## src/rtl/cpu_pkg.sv

```systemverilog
// Shared cpu/loader constants and the program loader state encoding.
// Loader checksum option: PROG_LOADER_CHECKSUM_EN.
package cpu_pkg;

    localparam int ADDR_W = 8;
    localparam int DATA_W = 8;
    localparam int CNT_W  = 9;

    typedef enum logic [2:0] {
        S_IDLE,
        S_LEN,
        S_DATA,
        S_CHK,
        S_FLUSH,
        S_START
    } ld_state_e;

endpackage

```

## src/rtl/byte_counter.sv

```systemverilog
// Loadable down-counter with zero flag; tracks bytes left in a load.
module byte_counter #(
    parameter int W = 9
) (
    input  logic         clk,
    input  logic         rst,
    input  logic         load,
    input  logic [W-1:0] load_val,
    input  logic         dec,
    output logic [W-1:0] count,
    output logic         zero
);

    logic [W-1:0] cnt_q, cnt_d;

    always_comb begin
        cnt_d = cnt_q;
        if (load) begin
            cnt_d = load_val;
        end else if (dec) begin
            cnt_d = cnt_q - 1'b1;
        end
    end

    always_ff @(posedge clk or posedge rst) begin
        if (rst) begin
            cnt_q <= '0;
        end else begin
            cnt_q <= cnt_d;
        end
    end

    assign count = cnt_q;
    assign zero  = (cnt_q == '0);

endmodule

```

## src/rtl/prog_loader.sv

```systemverilog
// Streams a length-prefixed program into RAM while holding the cpu, then starts it.
// Optional trailing checksum byte: PROG_LOADER_CHECKSUM_EN.
module prog_loader #(
    parameter int                     ADDR_W    = cpu_pkg::ADDR_W,
    parameter logic [ADDR_W-1:0]      BASE_ADDR = '0,
    parameter int                     AUTORUN   = 1
) (
    input  logic              clk,
    input  logic              rst,
    input  logic [7:0]        in_data,
    input  logic              in_valid,
    output logic              in_ready,
    input  logic              abort,
    output logic [ADDR_W-1:0] mem_addr,
    output logic [7:0]        mem_data,
    output logic              mem_wren,
    output logic              busy,
    output logic              cpu_halt,
    output logic              cpu_run,
    output logic              done,
    output logic              err
);

    import cpu_pkg::*;

    ld_state_e          state_q, state_d;
    logic [ADDR_W-1:0]  addr_q, addr_d;
    logic [ADDR_W-1:0]  mem_addr_q, mem_addr_d;
    logic [7:0]         mem_data_q, mem_data_d;
    logic               mem_wren_q, mem_wren_d;
    logic               in_ready_q, in_ready_d;
    logic               busy_q, busy_d;
    logic               cpu_run_q, cpu_run_d;
    logic               done_q, done_d;
    logic               err_q, err_d;
`ifdef PROG_LOADER_CHECKSUM_EN
    logic [7:0]         sum_q, sum_d;
`endif

    logic               xfer;
    logic               cnt_load;
    logic               cnt_dec;
    logic [CNT_W-1:0]   cnt_ld_val;
    logic [CNT_W-1:0]   remain;
    logic               remain_zero;

    assign xfer       = in_valid & in_ready_q;
    // A length byte of zero encodes a full 256-byte image.
    assign cnt_ld_val = (in_data == 8'd0) ? CNT_W'(256) : CNT_W'(in_data);

    byte_counter #(
        .W (CNT_W)
    ) u_remain (
        .clk      (clk),
        .rst      (rst),
        .load     (cnt_load),
        .load_val (cnt_ld_val),
        .dec      (cnt_dec),
        .count    (remain),
        .zero     (remain_zero)
    );

    always_comb begin
        state_d    = state_q;
        addr_d     = addr_q;
        mem_addr_d = mem_addr_q;
        mem_data_d = mem_data_q;
        mem_wren_d = 1'b0;
        done_d     = done_q;
        err_d      = err_q;
        cnt_load   = 1'b0;
        cnt_dec    = 1'b0;
`ifdef PROG_LOADER_CHECKSUM_EN
        sum_d      = sum_q;
`endif
        unique case (state_q)
            S_IDLE: begin
                if (xfer) begin
                    cnt_load = 1'b1;
                    done_d   = 1'b0;
                    err_d    = 1'b0;
                    state_d  = S_LEN;
`ifdef PROG_LOADER_CHECKSUM_EN
                    sum_d    = 8'd0;
`endif
                end
            end
            S_LEN: begin
                addr_d  = BASE_ADDR;
                state_d = S_DATA;
            end
            S_DATA: begin
                if (xfer) begin
                    mem_addr_d = addr_q;
                    mem_data_d = in_data;
                    mem_wren_d = 1'b1;
                    addr_d     = addr_q + 1'b1;
                    cnt_dec    = 1'b1;
`ifdef PROG_LOADER_CHECKSUM_EN
                    sum_d      = sum_q + in_data;
                    if (remain == CNT_W'(1)) state_d = S_CHK;
`else
                    if (remain == CNT_W'(1)) state_d = S_FLUSH;
`endif
                end
            end
`ifdef PROG_LOADER_CHECKSUM_EN
            S_CHK: begin
                if (xfer) begin
                    if (in_data == sum_q) begin
                        state_d = S_FLUSH;
                    end else begin
                        state_d = S_IDLE;
                        err_d   = 1'b1;
                        done_d  = 1'b0;
                    end
                end
            end
`endif
            S_FLUSH: begin
                state_d = S_START;
                done_d  = remain_zero;
            end
            S_START: begin
                state_d = S_IDLE;
            end
            default: begin
                state_d = S_IDLE;
            end
        endcase

        // Abort overrides any same-cycle transfer; bytes already written stay.
        if (abort && (state_q == S_LEN || state_q == S_DATA ||
                      state_q == S_CHK)) begin
            state_d    = S_IDLE;
            err_d      = 1'b1;
            done_d     = 1'b0;
            mem_wren_d = 1'b0;
            mem_addr_d = mem_addr_q;
            mem_data_d = mem_data_q;
            cnt_dec    = 1'b0;
        end

        in_ready_d = (state_d == S_IDLE) || (state_d == S_DATA) ||
                     (state_d == S_CHK);
        busy_d     = (state_d == S_LEN) || (state_d == S_DATA) ||
                     (state_d == S_CHK) || (state_d == S_FLUSH);
        cpu_run_d  = (state_d == S_START) && (AUTORUN != 0);
    end

    always_ff @(posedge clk or posedge rst) begin
        if (rst) begin
            state_q    <= S_IDLE;
            addr_q     <= '0;
            mem_addr_q <= BASE_ADDR;
            mem_data_q <= 8'd0;
            mem_wren_q <= 1'b0;
            in_ready_q <= 1'b0;
            busy_q     <= 1'b0;
            cpu_run_q  <= 1'b0;
            done_q     <= 1'b0;
            err_q      <= 1'b0;
`ifdef PROG_LOADER_CHECKSUM_EN
            sum_q      <= 8'd0;
`endif
        end else begin
            state_q    <= state_d;
            addr_q     <= addr_d;
            mem_addr_q <= mem_addr_d;
            mem_data_q <= mem_data_d;
            mem_wren_q <= mem_wren_d;
            in_ready_q <= in_ready_d;
            busy_q     <= busy_d;
            cpu_run_q  <= cpu_run_d;
            done_q     <= done_d;
            err_q      <= err_d;
`ifdef PROG_LOADER_CHECKSUM_EN
            sum_q      <= sum_d;
`endif
        end
    end

    assign in_ready = in_ready_q;
    assign mem_addr = mem_addr_q;
    assign mem_data = mem_data_q;
    assign mem_wren = mem_wren_q;
    assign busy     = busy_q;
    assign cpu_halt = busy_q;
    assign cpu_run  = cpu_run_q;
    assign done     = done_q;
    assign err      = err_q;

endmodule

```

## config.mk

```make
export PLATFORM = sky130hd
export DESIGN_NAME = prog_loader
export DESIGN_NICKNAME = d
export VERILOG_FILES = /design/src/rtl/cpu_pkg.sv /design/src/rtl/byte_counter.sv /design/src/rtl/prog_loader.sv
export SDC_FILE = /design/constraint.sdc
export NUM_CORES = 1
export LEC_CHECK = 0
export CAP_MARGIN = 15
export CORE_MARGIN = 5
export CORE_UTILIZATION = 47
export CTS_CLUSTER_SIZE = 30
export DETAILED_ROUTE_END_ITERATION = 12
export GPL_TIMING_DRIVEN = 0
export PLACE_DENSITY = 0.79
export REMOVE_ABC_BUFFERS = 1
export SYNTH_ARGS = -nofsm -noshare
export SYNTH_HDL_FRONTEND = slang
export SYNTH_SLANG_ARGS = --single-unit
```

## constraint.sdc

```tcl
create_clock -name clk -period 1.7 [get_ports clk]
set_input_delay 0.17 -clock clk [delete_from_list [all_inputs] [get_ports clk]]
set_output_delay 0.17 -clock clk [all_outputs]
set_load 0.02 [all_outputs]
```

== After elaboration in Yosys (flattened, before gate mapping) ==
Index checks and enable logic that the tools add are counted.

* Add/subtract/negate cells: 2
* Equal/unequal tests: 12
* Mux-type cells: 19
* Bitwise gates (word level): 2
* Reductions and logical operators: 21

{| class="wikitable"
|+ Operator list
! kind !! count
|-
| 9-bit 2-to-1 mux || 3
|-
| 8-bit one-hot mux with 2 select lines || 1
|-
| 3-bit by 2-bit == test with 1-bit output, second input constant || 4
|-
| 3-bit 2-to-1 mux || 4
|-
| 3-bit one-hot mux with 4 select lines || 1
|-
| 3-bit == test, second input constant || 3
|-
| 9-bit by 1-bit == test with 1-bit output, second input constant || 1
|-
| 9-bit logical NOT || 1
|-
| 9-bit by 1-bit subtractor with 9-bit output, second input constant || 1
|-
| 8-bit by 1-bit adder with 8-bit output, second input constant || 1
|-
| 8-bit logical NOT || 1
|-
| 1-bit 2-to-1 mux || 8
|-
| 8-bit 2-to-1 mux || 1
|-
| 2-bit nonzero test || 4
|-
| 1-bit logical OR || 7
|-
| 3-bit by 1-bit == test with 1-bit output, second input constant || 2
|-
| 3-bit logical NOT || 2
|-
| 2-bit AND reduction || 3
|-
| 3-bit inequality test, second input constant || 1
|-
| 3-bit AND reduction || 1
|-
| 3-bit nonzero test || 1
|-
| 2-bit inequality test, second input constant || 1
|-
| 1-bit one-hot mux with 2 select lines || 1
|-
| 1-bit AND || 1
|-
| 2 further kinds || 2
|}

* Register bits: 42
* Input port bits: 12
* Output and inout bits: 23
* Logic and storage cells: 67

== Longest topological paths before layout ==
* Word-level depth: 9
* Gate-level depth with buffers: 7
* Mapped depth without buffers: 6

== By module ==
From an unflattened synthesis, not the netlist that was laid out.

* Cell total of the unflattened synthesis: 206
* Area, all modules: 2194.6 µm²

{| class="wikitable"
|+ By module, submodules not included
! module !! times used !! cells each !! area each (µm²) !! seq. area each (µm²)
|-
| prog_loader || 1 || 144 || 1644.1 || 825.8
|-
| byte_counter || 1 || 62 || 550.5 || 225.2
|}

== Worst setup path after synthesis ==
OpenSTA, ideal clock, no wires.

* Path type: register to register
* Start point: reg in_ready_q, in the netlist in_ready
* End point: reg mem_data_q[1], in the netlist mem_data[1]
* Library setup time: 125 ps
* Arrival: 1583 ps
* Required time: 1575 ps
* Setup slack: -8 ps
* Stages on the path, launching flop included: 5
* Path buffers: 1
* Period minus slack after synthesis: 1708 ps
* Cell sequence: dfrtp_1 > nand3b_4 > nor3_4 > buf_4 > mux2_2

* Longest elaborated chain between the ends: 2

{| class="wikitable"
|+ RTL lines
! element !! RTL line !! text
|-
| start, declared || prog_loader.sv:31 || <nowiki>logic in_ready_q, in_ready_d;</nowiki>
|-
| start signal, assigned || prog_loader.sv:172 || <nowiki>in_ready_q <= in_ready_d;</nowiki>
|-
| 1-bit AND || prog_loader.sv:47 || <nowiki>assign xfer = in_valid & in_ready_q;</nowiki>
|-
| 3-bit AND reduction (no line) || n/a ||
|-
| end signal, assigned || prog_loader.sv:170 || <nowiki>mem_data_q <= mem_data_d;</nowiki>
|-
| end, declared || prog_loader.sv:29 || <nowiki>logic [7:0] mem_data_q, mem_data_d;</nowiki>
|}

Every way passes these cells.
A chain may end at the register's enable or synchronous reset.

== Worst setup path after layout ==
* Start point: reg u_remain.cnt_q[2], in the netlist u_remain.count[2]
* End point: reg state_q[1]

* Longest elaborated chain between the ends: 5

{| class="wikitable"
|+ RTL lines
! element !! RTL line !! text
|-
| start, declared || byte_counter.sv:14 || <nowiki>logic [W-1:0] cnt_q, cnt_d;</nowiki>
|-
| start signal, assigned || byte_counter.sv:29 || <nowiki>cnt_q <= cnt_d;</nowiki>
|-
| 9-bit by 1-bit == test with 1-bit output || prog_loader.sv:103 || <nowiki>if (remain == CNT_W'(1)) state_d = S_FLUSH;</nowiki>
|-
| 3-bit 2-to-1 mux || prog_loader.sv:103 ||
|-
| 3-bit 2-to-1 mux || prog_loader.sv:93 || <nowiki>if (xfer) begin</nowiki>
|-
| 3-bit one-hot mux with 4 select lines || prog_loader.sv:76 || <nowiki>unique case (state_q)</nowiki>
|-
| 3-bit 2-to-1 mux || prog_loader.sv:133 || <nowiki>if (abort && (state_q == S_LEN || state_q == S_DATA ||</nowiki>
|-
| net state_d[1] || prog_loader.sv:26 || <nowiki>ld_state_e state_q, state_d;</nowiki>
|-
| end signal, assigned || prog_loader.sv:167 || <nowiki>state_q <= state_d;</nowiki>
|-
| end, declared || prog_loader.sv:26 ||
|}

The timed path passes the listed nets, and every way through them passes these cells.

==> metrics.txt <==
layout cells sized above 1=0.272; area grow syn2layout=31.4%; router iterations before antenna repair=4; met3 routed WL=about 310 um; peak fanout along the critical path=7; Area contributors post-synth=dfrtp_1, mux2_2, nor2_1; Total Wirelength=~4700 um; minimum clock period=1.75 ns; relative slew slack=0.419; M1 wire length=2050 um; final cell count without fillers=282; Slew @ Worst Pin=0.871 ns; status=complete, but fails checks; Clk pin slew, worst setup/hold paths=0.08 ns; worst path arrival time=1.91 ns; first-pass GRT wire length=7490 um; clock sink total=42; Final period util=1.03; WL met2=2250 um; First DRT Iteration DRCs=around 110; Worst IR Drop VDD=0.000685 V; Final Skew=approximately 0.0047 ns; vias in the first global route=1541; CP Data Required Time=1.86 ns; failing checks=setup timing; area fraction of the dominant cell type after synthesis=0.519; nets=~250; TNS Setup=-0.0481 ns; Die ar.=0.00573 mm^2; Unique masters post-synth=40; DP HPWL=2830 um; Max Cap Viol=0; gr usage total=0.172; I/O pins=35; Seq/Total Area, Yosys=0.519; chip height=around 76 um; startpoint types=flop; port bufs=34; Worst-Skew Late Latency=0.30 ns; Crit. End Element=flop; CORE AREA=0.00409 mm^2; post-route setup slack=-0.0481 ns; max-slew violations=0; Synth Register Bits=42; largest buffer count on any clock path=2; die width=between 70 and 80 um; crit path kind=reg2reg; grt ovf=0; Site Rows=23; GPL Wtd Cong=between 0.7 and 0.8; dpl cells=258; # DRC=0; predominant post-synthesis flop cell=dfrtp_1; pre-CTS setup slack=-0.637 ns; static leakage=1.17 nW; Hold Crit Class=in2reg; # diodes=0; Post-synth EDFFs=0; antenna-violating nets left=0; Initial Util=0.496; final setup violating endpoints=2; Mapped Area=around 0.0020 mm^2; number of CTS-inserted buffers=5; Post-synth top cells=dfrtp_1, mux2_2, nor2_1, nand2_1; CTS HTree Levels=2; most area-hungry cell type in the Yosys netlist=dfrtp_1; Design Power=about 3.5 mW; count leader, synth=dfrtp_1; wire per inst=16.6 um; Post-synth ARST share=1.00; Warnings, synthesis=0; vias per cell=~6; TritonCTS clock tree=built; initial antenna violation count=0; f_max=572 MHz; DR vias=1657; uppermost layer routed=met4; power density over the cells=1330 mW/mm^2; syn avg cell area=around 11 um^2; Post-Syn Instances=183; RSZ-0062 raised after global routing=yes; largest net degree at the start of global routing=43; CTS root buf=clkbuf_8; final hold viol count=0
[logic make-up (layout without fill, tap and decap cells)]
group,count (synthesis),after routing,synth area share
compound gates,31,31,0.110
xor+xnor,6,6,0.0259
fa+ha+maj,4,4,0.0247
buf+inv,17,66,0.0377
flops,42,42,0.519
mux,17,17,0.0944
simple gates,66,66,0.189
[layout make-up]
cell class,count,area [um^2]
Inverter,8,30.0
Clock inverter,2,10.0
Sequential cell,42,1060
Timing Repair Buffer,51,483
Clock buffer,5,68.8
Fill cell,327,1420
Tap cell,50,62.6
Multi-Input combinational cell,124,951
[cells in the final DEF, fill, tap and decap left out, types with 2 or more instances in the layout]
| master | count |
|---|---|
| clkinv_2 | 2 |
| o311ai_0 | 2 |
| nor4_1 | 3 |
| a41o_2 | 2 |
| clkdlybuf4s50_1 | 33 |
| xnor2_1 | 6 |
| dfrtp_2 | 6 |
| nand2b_1 | 5 |
| nand3_1 | 7 |
| nor2_1 | 16 |
| nor3_1 | 7 |
| nor3b_1 | 2 |
| nand3b_1 | 2 |
| a21oi_1 | 8 |
| o211ai_1 | 3 |
| or3_4 | 2 |
| nand2_1 | 9 |
| o21ai_0 | 3 |
| buf_4 | 16 |
| a211oi_1 | 4 |
| dfrtp_1 | 36 |
| nor3_4 | 2 |
| mux2_2 | 17 |
| ha_1 | 4 |
| inv_1 | 7 |
| clkbuf_8 | 5 |
[what timing repair did]
item                                    4_1_cts  5_1_grt
pin swaps                                     1        4
hold buffers                                  0        0
endpoints found under the setup margin       29       22
gates resized for setup                      10        7
setup buffers                                 9        8
[through the flow]
| step | cell area (um^2) | util | hold WS, ns |
|---|---|---|---|
| finish | 2660 | 0.652 | 0.364 |
| global route | 2660 | 0.652 | 0.409 |
| CTS | 2580 | 0.632 | 0.415 |
| detailed placement | 2380 | 0.583 | 0.495 |
| global placement | 2380 | 0.583 | 0.489 |
| floorplan | 1980 | - | 0.237 |
[where the power goes]
group,total (mW),internal [mW],switching [mW]
Combinational,1.39,0.716,0.670
Sequential,1.55,1.28,0.269
Clock,0.611,0.276,0.336
Total,3.55,2.27,1.27
[state kept, by name, summed over array words and instances, names as in the netlist, 3 cells and up]
register and cells:
addr_q 8, mem_addr 8, mem_data 8, state_q 3
u_remain.count 9
[path summary, 6_finish.rpt]
path / from / to / slack (ns) / depth (start not counted)
min in group asynchronous: rst / mem_wren / 0.38 / 2
worst min-delay path: abort / state_q[1] / 0.36 / 2
worst min register to register: mem_data[6] / mem_data[6] / 0.51 / 1
max in group asynchronous: rst / u_remain.count[2] / 0.72 / 2
worst max-delay path: u_remain.count[2] / state_q[1] / -0.05 / 4
worst max register to register: u_remain.count[2] / state_q[1] / -0.05 / 4
[worst max-delay path, stage by stage (launching register included)]
cell and delay, ns:
dfrtp_2 0.42, or4_4 0.56, nor3_4 0.33, a41o_2 0.24, a211oi_1 0.06
[per-layer routing]
layer / vias to the layer above / track usage
met3: 7 / 0.0422
met2: 61 / 0.260
met1: 830 / 0.246
li1: 759 / -
met5: - / 0
met4: 0 / 0.0544
Power figures use the tool's default switching activity.
